**src/rtl/led_frame_writer_pkg.sv**
```systemverilog
// Shared constants, op codes and one-hot state encoding for the LED frame writer.
// The optional page flip is enabled with LED_FRAME_WRITER_FLIP_EN.
package led_frame_writer_pkg;

   localparam int unsigned ADDRESS_WIDTH     = 16;
   localparam int unsigned DATA_WIDTH        = 16;
   localparam int unsigned DATA_BYTES        = 2;
   localparam logic [15:0] MATRIX_BASE       = 16'h4000;
   localparam int unsigned MATRIX_ROW_STRIDE = 32;
   localparam int unsigned MATRIX_N_ROWS     = 14;
   localparam int unsigned MATRIX_N_COLS     = 20;

   localparam logic OP_FILL = 1'b0;
   localparam logic OP_COPY = 1'b1;

   typedef enum logic [6:0] {
      StIdle     = 7'b0000001,
      StRd       = 7'b0000010,
      StWr       = 7'b0000100,
      StNext     = 7'b0001000,
      StFlipWait = 7'b0010000,
      StFlipWr   = 7'b0100000,
      StDone     = 7'b1000000
   } state_t;

   // Word offset of pixel (x, y) from a rectangle base.
   function automatic logic [15:0] pixel_offset(input logic [4:0] y, input logic [5:0] x);
      return 16'(y) * 16'(MATRIX_ROW_STRIDE) + 16'(x);
   endfunction

endpackage

```
**src/rtl/led_frame_writer_wb.sv**
```systemverilog
// Single classic Wishbone read/write cycle engine: bus is driven while req is high,
// done marks the acknowledged cycle and rdata holds the last read word.
module led_frame_wb_master
   import led_frame_writer_pkg::*;
(
   input  logic                     clk_i,
   input  logic                     rst_i,
   input  logic                     req,
   input  logic                     we,
   input  logic [ADDRESS_WIDTH-1:0] adr,
   input  logic [DATA_WIDTH-1:0]    dat,
   output logic                     done,
   output logic [DATA_WIDTH-1:0]    rdata,
   output logic [ADDRESS_WIDTH-1:0] adr_o,
   output logic [DATA_WIDTH-1:0]    dat_o,
   output logic                     we_o,
   output logic [DATA_BYTES-1:0]    sel_o,
   output logic                     stb_o,
   output logic                     cyc_o,
   input  logic [DATA_WIDTH-1:0]    dat_i,
   input  logic                     ack_i
);

   // Outputs follow req combinationally so an async reset of the caller drops the cycle at once.
   assign cyc_o = req;
   assign stb_o = req;
   assign we_o  = req & we;
   assign sel_o = req ? {DATA_BYTES{1'b1}} : '0;
   assign adr_o = req ? adr : '0;
   assign dat_o = (req & we) ? dat : '0;
   assign done  = req & ack_i;

   always_ff @(posedge clk_i or posedge rst_i) begin
      if (rst_i) begin
         rdata <= '0;
      end else if (done && !we) begin
         rdata <= dat_i;
      end
   end

endmodule

```
**src/rtl/led_frame_writer.sv**
```systemverilog
// Wishbone master that fills or copies pixel rectangles into the LED matrix frame buffer.
// Define LED_FRAME_WRITER_FLIP_EN to add a tear-free frame-address write after the last pixel.
module led_frame_writer
   import led_frame_writer_pkg::*;
(
   input  logic                     clk_i,
   input  logic                     rst_i,
   input  logic                     cmd_valid_i,
   output logic                     cmd_ready_o,
   input  logic                     cmd_op_i,
   input  logic [15:0]              cmd_src_i,
   input  logic [13:0]              cmd_dst_i,
   input  logic [5:0]               cmd_w_i,
   input  logic [4:0]               cmd_h_i,
   input  logic [15:0]              cmd_colour_i,
   output logic                     busy_o,
   output logic                     done_o,
   input  logic                     frame_complete_i,
   output logic [ADDRESS_WIDTH-1:0] adr_o,
   output logic [DATA_WIDTH-1:0]    dat_o,
   output logic                     we_o,
   output logic [DATA_BYTES-1:0]    sel_o,
   output logic                     stb_o,
   output logic                     cyc_o,
   input  logic [DATA_WIDTH-1:0]    dat_i,
   input  logic                     ack_i
);

   state_t      state_q, state_d;
   logic        op_q;
   logic [15:0] src_q, colour_q;
   logic [13:0] dst_q;
   logic [5:0]  w_q, x_q, x_d;
   logic [4:0]  h_q, y_q, y_d;

   logic        req, we, bus_done;
   logic [15:0] adr, wdat, pixel;
   logic [15:0] pix_off, src_adr;
   logic [13:0] dst_off;
   logic        skip, empty, last_col, last_row;
   state_t      finish_st;

   assign pix_off  = pixel_offset(y_q, x_q);
   assign src_adr  = src_q + pix_off;
   assign dst_off  = dst_q + pix_off[13:0];
   // Offset 0 is the frame-address register, never a pixel.
   assign skip     = (dst_off == 14'd0);
   assign empty    = (w_q == 6'd0) || (h_q == 5'd0);
   assign last_col = ((x_q + 6'd1) == w_q);
   assign last_row = ((y_q + 5'd1) == h_q);

`ifdef LED_FRAME_WRITER_FLIP_EN
   logic fc_q;
   assign finish_st = StFlipWait;

   always_ff @(posedge clk_i or posedge rst_i) begin
      if (rst_i) fc_q <= 1'b0;
      else       fc_q <= frame_complete_i;
   end
`else
   logic unused_frame_complete;
   assign unused_frame_complete = frame_complete_i;
   assign finish_st = StDone;
`endif

   always_comb begin
      state_d     = state_q;
      x_d         = x_q;
      y_d         = y_q;
      req         = 1'b0;
      we          = 1'b0;
      adr         = '0;
      wdat        = '0;
      cmd_ready_o = 1'b0;
      busy_o      = 1'b1;
      done_o      = 1'b0;
      unique case (state_q)
         StIdle: begin
            cmd_ready_o = 1'b1;
            busy_o      = 1'b0;
            if (cmd_valid_i) begin
               x_d = '0;
               y_d = '0;
               if (cmd_w_i == 6'd0 || cmd_h_i == 5'd0) state_d = StNext;
               else if (cmd_op_i == OP_COPY)           state_d = StRd;
               else                                    state_d = StWr;
            end
         end
         StRd: begin
            if (skip) begin
               state_d = StNext;
            end else begin
               req = 1'b1;
               adr = src_adr;
               if (bus_done) state_d = StWr;
            end
         end
         StWr: begin
            if (skip) begin
               state_d = StNext;
            end else begin
               req  = 1'b1;
               we   = 1'b1;
               adr  = MATRIX_BASE + {2'b00, dst_off};
               wdat = (op_q == OP_COPY) ? pixel : colour_q;
               if (bus_done) state_d = StNext;
            end
         end
         StNext: begin
            if (empty) begin
               state_d = StDone;
            end else if (last_col) begin
               x_d = '0;
               y_d = y_q + 5'd1;
               if (last_row) state_d = finish_st;
               else          state_d = (op_q == OP_COPY) ? StRd : StWr;
            end else begin
               x_d     = x_q + 6'd1;
               state_d = (op_q == OP_COPY) ? StRd : StWr;
            end
         end
`ifdef LED_FRAME_WRITER_FLIP_EN
         StFlipWait: begin
            if (frame_complete_i && !fc_q) state_d = StFlipWr;
         end
         StFlipWr: begin
            req  = 1'b1;
            we   = 1'b1;
            adr  = MATRIX_BASE;
            wdat = {1'b0, dst_q, 1'b0};
            if (bus_done) state_d = StDone;
         end
`endif
         StDone: begin
            done_o  = 1'b1;
            busy_o  = 1'b0;
            state_d = StIdle;
         end
         default: state_d = StIdle;
      endcase
   end

   always_ff @(posedge clk_i or posedge rst_i) begin
      if (rst_i) begin
         state_q  <= StIdle;
         x_q      <= '0;
         y_q      <= '0;
         op_q     <= OP_FILL;
         src_q    <= '0;
         dst_q    <= '0;
         w_q      <= '0;
         h_q      <= '0;
         colour_q <= '0;
      end else begin
         state_q <= state_d;
         x_q     <= x_d;
         y_q     <= y_d;
         if (state_q == StIdle && cmd_valid_i) begin
            op_q     <= cmd_op_i;
            src_q    <= cmd_src_i;
            dst_q    <= cmd_dst_i;
            w_q      <= cmd_w_i;
            h_q      <= cmd_h_i;
            colour_q <= cmd_colour_i;
         end
      end
   end

   led_frame_wb_master u_wb (
      .clk_i (clk_i),
      .rst_i (rst_i),
      .req   (req),
      .we    (we),
      .adr   (adr),
      .dat   (wdat),
      .done  (bus_done),
      .rdata (pixel),
      .adr_o (adr_o),
      .dat_o (dat_o),
      .we_o  (we_o),
      .sel_o (sel_o),
      .stb_o (stb_o),
      .cyc_o (cyc_o),
      .dat_i (dat_i),
      .ack_i (ack_i)
   );

endmodule

```
**config.mk**
```make
export PLATFORM = sky130hd
export DESIGN_NAME = led_frame_writer
export DESIGN_NICKNAME = d
export VERILOG_FILES = /design/src/rtl/led_frame_writer_pkg.sv /design/src/rtl/led_frame_writer_wb.sv /design/src/rtl/led_frame_writer.sv
export SDC_FILE = /design/constraint.sdc
export NUM_CORES = 1
export LEC_CHECK = 0
export CORE_MARGIN = 2
export CORE_UTILIZATION = 45
export CTS_BUF_LIST = sky130_fd_sc_hd__clkbuf_16
export DETAILED_ROUTE_END_ITERATION = 12
export GPL_TIMING_DRIVEN = 0
export PLACE_DENSITY_LB_ADDON = 0.05
export RECOVER_POWER = 50
export SLEW_MARGIN = 20
export SYNTH_ARGS = -nofsm -noshare
export SYNTH_HDL_FRONTEND = slang
export SYNTH_SLANG_ARGS = --single-unit
```
**constraint.sdc**
```tcl
create_clock -name clk_i -period 8.2 [get_ports clk_i]
set_clock_uncertainty 0.2 [all_clocks]
set_input_delay 1.64 -clock clk_i [delete_from_list [all_inputs] [get_ports clk_i]]
set_output_delay 1.64 -clock clk_i [all_outputs]
set_load 0.05 [all_outputs]
```
# Word-level counts from Yosys, hierarchy flattened
# Cells that the tools add are included.
[op_classes]
mux = 35
add_sub_neg = 6
bitwise_logic = 2
n_reduce_logical = 16
eq_ne = 12
[op_table]
columns = ["operator", "count"]
rows = [
  ["$mux W16", 7],
  ["$mux W7", 8],
  ["$pmux W16 S2", 1],
  ["$pmux W7 S4", 1],
  ["$mux W6", 3],
  ["$add A15 B14 Y16 const A", 1],
  ["$add A16 B11 Y16", 1],
  ["$mux W5", 3],
  ["$add A14 B11 Y14", 1],
  ["$logic_not A14 Y1", 1],
  ["$logic_not A6 Y1", 2],
  ["$pmux W6 S2", 1],
  ["$add A10 B6 Y11", 1],
  ["$logic_not A5 Y1", 2],
  ["$pmux W5 S2", 1],
  ["$eq A7 B1 Y1 const B", 1],
  ["$eq A7 B2 Y1 const B", 1],
  ["$eq A7 B3 Y1 const B", 1],
  ["$eq A7 B4 Y1 const B", 1],
  ["$eq A7 B7 Y1 const B", 1],
  ["$add A6 B1 Y6 const B", 1],
  ["$eq A6 B6 Y1", 1],
  ["$mux W1", 6],
  ["$mux W3", 2],
  ["other kinds (14)", 22],
]
[totals]
word_cells = 81
inputBits = 79
output_inout_bits = 40
ff_bits = 92

# Depth between registers and ports, before layout
[logic_depth]
ltp_word = 9
depth_mapped = 14
depth_no_buf = 12

# By module
# From an unflattened synthesis, not the netlist that was laid out.
[unflattened]
cells_unflattened = 573
area_unflattened_um2 = 5810.6
[by_module_without_submodules]
columns = ["mod", "area_each_um2", "cells_each", "seq_area_each_um2", "instances"]
rows = [
  ["led_frame_writer", 4899.7, 496, 1853.0, 1],
  ["led_frame_wb_master", 910.9, 77, 400.4, 1],
]

# Worst setup path after synthesis
# Ideal clock, no wire load.
[synth_path]
path_kind = "register -> output"
from = "register y_q[0]"
to = "output port adr_o[14]"
arrival_time_ps = 3742
t_required_ps = 6360
path_stages_with_launch = 13
path_slack_ps = 2618
path_buffers = 1
path_cell_list = "dfrtp_1 > ha_1 > ha_1 > ha_1 > a211oi_1 > nor2_1 > a21oi_1 > a21boi_0 > o221ai_1 > nand4bb_1 > nor2_1 > buf_2 > o31ai_1"
[synth_between]
elab_chain_len = 6
elab_cells_between_ends = 11
classes_between = "add/sub (4); mux (6); reduce/logical (1)"
[synth_rtl]
columns = ["item", "line_no", "text"]
rows = [
  ["start, declared", "led_frame_writer.sv:34", "logic [4:0] h_q, y_q, y_d;"],
  ["start signal, assigned", "led_frame_writer.sv:157", "y_q <= y_d;"],
  ["$add A10 B6 Y11 *", "led_frame_writer_pkg.sv:28", "return 16'(y) * 16'(MATRIX_ROW_STRIDE) + 16'(x);"],
  ["$add A14 B11 Y14", "led_frame_writer.sv:45", "assign dst_off = dst_q + pix_off[13:0];"],
  ["$add A15 B14 Y16 or $logic_not A14 Y1 (tied branches)", "led_frame_writer.sv:104, led_frame_writer.sv:47", ""],
  ["$mux W16 (tied with other cells)", "led_frame_writer.sv:99", "if (skip) begin"],
  ["$pmux W16 S2 or $mux W1 (tied branches)", "n/a", ""],
  ["$mux W16 *", "led_frame_writer_wb.sv:29", "assign adr_o = req ? adr : '0;"],
  ["end, declared", "led_frame_writer.sv:19", "output logic [ADDRESS_WIDTH-1:0] adr_o,"],
]
# Every way passes the cells marked *; elsewhere a longest branch is shown, timed or not.

# Worst setup path after layout
[layout_path]
from = "register y_q[0]"
to = "output port sel_o[0]"
[layout_between]
elab_chain_len = 6
[layout_rtl]
columns = ["item", "line_no", "text"]
rows = [
  ["$add A10 B6 Y11", "led_frame_writer_pkg.sv:28", ""],
  ["$add A14 B11 Y14", "led_frame_writer.sv:45", ""],
  ["$logic_not A14 Y1", "led_frame_writer.sv:47", "assign skip = (dst_off == 14'd0);"],
  ["$mux W1", "led_frame_writer.sv:90, led_frame_writer.sv:99", ""],
  ["$mux W1", "n/a", ""],
  ["$mux W2", "led_frame_writer_wb.sv:28", "assign sel_o = req ? {DATA_BYTES{1'b1}} : '0;"],
  ["end, declared", "led_frame_writer.sv:22", "output logic [DATA_BYTES-1:0] sel_o,"],
]
# Every way passes these cells.

==> impl_metrics.toml <==
[detailed_routing]
drt_iter0_drc = 185
ant_nets = 0
wl_per_cell_um = 17.01
vias = 4708
avgViaCountPerCell = 5.526
drc = 0
drt-total-wl_mm = 14.50
first_pass_iters = 4

[layout]
antenna_cells = 0
n_fill_cell = 1121
fin_area_um2 = 7445
syn2layout_area_growth_pct = 29.69
final_nets = 784
drive_above_1_share_pct = 16.62

[placed_design]
placed_area_um2 = 7164
portBuffers = 117
dp_hpwl_mm = 11.10
globalplace.congestion = 0.9214

[yosys]
yosysUniqueCellTypes = 70
ys_warn_count = 0
synth.avg_cell_area_um2 = 10.49
synth_edf_count = 0
synthFlopType = "dfrtp_1"
syn_area_um2 = 5741
yosysSeqAreaShare_pct = 39.25
ys_ff_latch = 90
syn_nets = 655
async_flop_share_pct = 100.0
netlist_instances = 547

[clock_tree]
cts-buffers-inserted = 9
postCtsSetupBuffers = 0
cts-root-buf = "clkbuf_16"
clk_pin_slew_ps = 60
clkSinkCount = 90
hold_buffers = 0
clk_latency_ps = 350
htree_levels = 3
cts_resized = 0
cts_tree = "built"
cts_buffer_depth = 2

[job]
drv_cap = 1

[worst_setup_path]
end_kind = "output port"
crit_arrival_ps = 4950
cp_max_fo = 10
critPathLaunchType = "register"
crit_type = "register to output port"
critPathRequiredTime_ps = 6360

[floorplanning]
io_pins = 119
die_width_um = 116.9
fp.coreArea_um2 = 12520
fp-row-count = 41
die_area_um2 = 13680
die_height_um = 116.9
initial_core_util_pct = 45.86

[sta]
post-route-period-util_pct = 82.82
fin_setup_tns_ps = 0
relSlewSlack_pct = -117.4
final_hold_viol_count = 0
tightestPinTransition_ps = 3261
max_freq_mhz = 147.2
slew_viol_final = 62
setup_viol = 0
period_minus_slack_ps = 6791
rsz0062_at_grt = "no"

[pwr]
p_per_area_nw_per_um2 = 324.8
p_leak_nw = 3.075
vdd_drop_max_uv = 199.1

[global_routing]
grt_pass1_wl_mm = 22.80
grt_max_degree = 62
grt_pass1_vias = 4601
track_usage_pct = 21.73
grt_overflow = 0
antenna_found_initial = 0

[worst_hold_path]
holdCritPathClass = "register to register"

[outcome]
status = "complete, but fails checks"
violations = "capacitance limit, slew limit"
## worst paths after layout
| check | start | to | slack (ps) | depth (start not counted) |
|---|---|---|---|---|
| hold reg to reg | colour_q[6] | colour_q[6] | 300 | 1 |
| max in group asynchronous | rst_i | dst_q[11] | 2370 | 3 |
| hold / removal | colour_q[6] | colour_q[6] | 300 | 1 |
| min in group asynchronous | rst_i | h_q[2] | 1820 | 2 |
| setup / recovery | y_q[0] | sel_o[0] | 1410 | 14 |
| setup reg to reg | y_q[0] | state_q[1] | 4140 | 12 |
## layout by cell type (no fill, tap or decap), types with 6 or more instances in the layout
cell type          n
and3_1             6
xnor2_1           19
clkdlybuf4s50_1  115
mux2_4            10
nor3_1            11
a21oi_1           14
or3_1             10
mux2_2            64
clkbuf_1          13
nor2_1            46
o21a_1             7
mux2i_1           16
dfrtp_1           89
inv_1              8
o21ai_0           34
o31ai_1            8
ha_1              27
nand2_1           31
xor2_1            13
nor2b_1            8
nand3_1           21
clkbuf_16          9
## cell families (layout without fill, tap and decap cells)
group | Yosys count | after routing | synth area share, %
xor+xnor | 32 | 32 | 4.882
mux | 90 | 90 | 17.96
buf+inv | 29 | 162 | 2.441
compound gates | 111 | 111 | 13.88
simple gates | 166 | 166 | 15.00
flops | 90 | 90 | 39.25
fa+ha+maj | 29 | 29 | 6.582
## synthesized netlist by cell type (all sizes together) (3+ instances only)
cell | instances | area [um^2]
a32o | 3 | 30.03
mux2 | 74 | 870.8
o31ai | 8 | 60.06
or3 | 10 | 62.56
clkbuf | 12 | 45.04
xnor2 | 19 | 166.4
a211oi | 4 | 42.54
a21o | 3 | 22.52
nor3b | 5 | 37.54
nand2 | 31 | 116.4
and2 | 4 | 25.02
nor4 | 3 | 40.04
o21a | 7 | 52.55
or4 | 3 | 22.52
xor2 | 13 | 113.9
and3 | 6 | 37.54
nand2b | 3 | 18.77
o31a | 3 | 26.28
dfrtp | 89 | 2227
nand3b | 3 | 22.52
a21oi | 14 | 70.07
nor2 | 46 | 172.7
inv | 8 | 30.03
mux2i | 16 | 160.2
o21ai | 36 | 180.2
nor3 | 11 | 55.05
o32ai | 5 | 43.79
nor2b | 10 | 67.57
nand3 | 21 | 105.1
nand4 | 3 | 18.77
o211ai | 6 | 58.81
buf | 9 | 65.06
ha | 27 | 337.8
## flip-flops by register name (all words and copies together), names as in the netlist
name and flops:
h_q 5, state_q 5, w_q 6, u_wb.rdata 16, y_q 5, src_q 16
colour_q 16, x_q 6, dst_q 14, op_q 1
## through the flow
step | util (%) | worst slack, ps | total power, W | hold WS, ps | instances
2_1_floorplan | - | 2618 | 0.001657 | 278.7 | 547
3_3_place_gp | 56.94 | 1915 | 0.001950 | 286.3 | 836
3_5_place_dp | 57.24 | 1877 | 0.001985 | 292.5 | 837
4_1_cts | 59.70 | 1473 | 0.002439 | 306.9 | 852
5_1_grt | 59.48 | 1145 | 0.002572 | 327.3 | 852
6_report | 59.48 | 1409 | 0.002418 | 302.8 | 852
## metal layers
metal | vias up | wire length, um | global-route usage (%)
met5 | - | 0 | 0
met2 | 138 | 6715 | 33.99
met3 | 23 | 886 | 5.201
li1 | 2285 | - | -
met1 | 2262 | 6535 | 28.92
met4 | 0 | 358 | 9.333
## power by group
| part | internal, W | total, W | switching, W |
|---|---|---|---|
| Sequential | 0.000640 | 0.000783 | 0.000142 |
| Combinational | 0.000561 | 0.00119 | 0.000633 |
| Clock | 0.000264 | 0.000442 | 0.000177 |
## worst max-delay path: stages, from the launching register on
cell	delay (ps)
dfrtp_1	480
ha_1	230
ha_1	330
ha_1	390
a211oi_1	280
nor2_1	60
a21oi_1	240
nand2_1	110
a311oi_2	510
nand4bb_1	220
nor2_1	420
buf_2	340
nor2_1	150
buf_4	150
clkdlybuf4s50_1	690
## area by class of cell
cell class              count  area [um^2]  share of cell area (%)
clock buffers               9        225.2                   3.025
inverters                   8        31.28                  0.4202
well taps                 172        215.2                   2.891
multi-input cells         428         3352                   45.03
repair buffers            118         1175                   15.78
plain buffers              21        110.1                   1.479
clock inverters             6        82.58                   1.109
flip-flops and latches     90         2253                   30.27
Note: power is estimated with default switching activity, not from simulation.
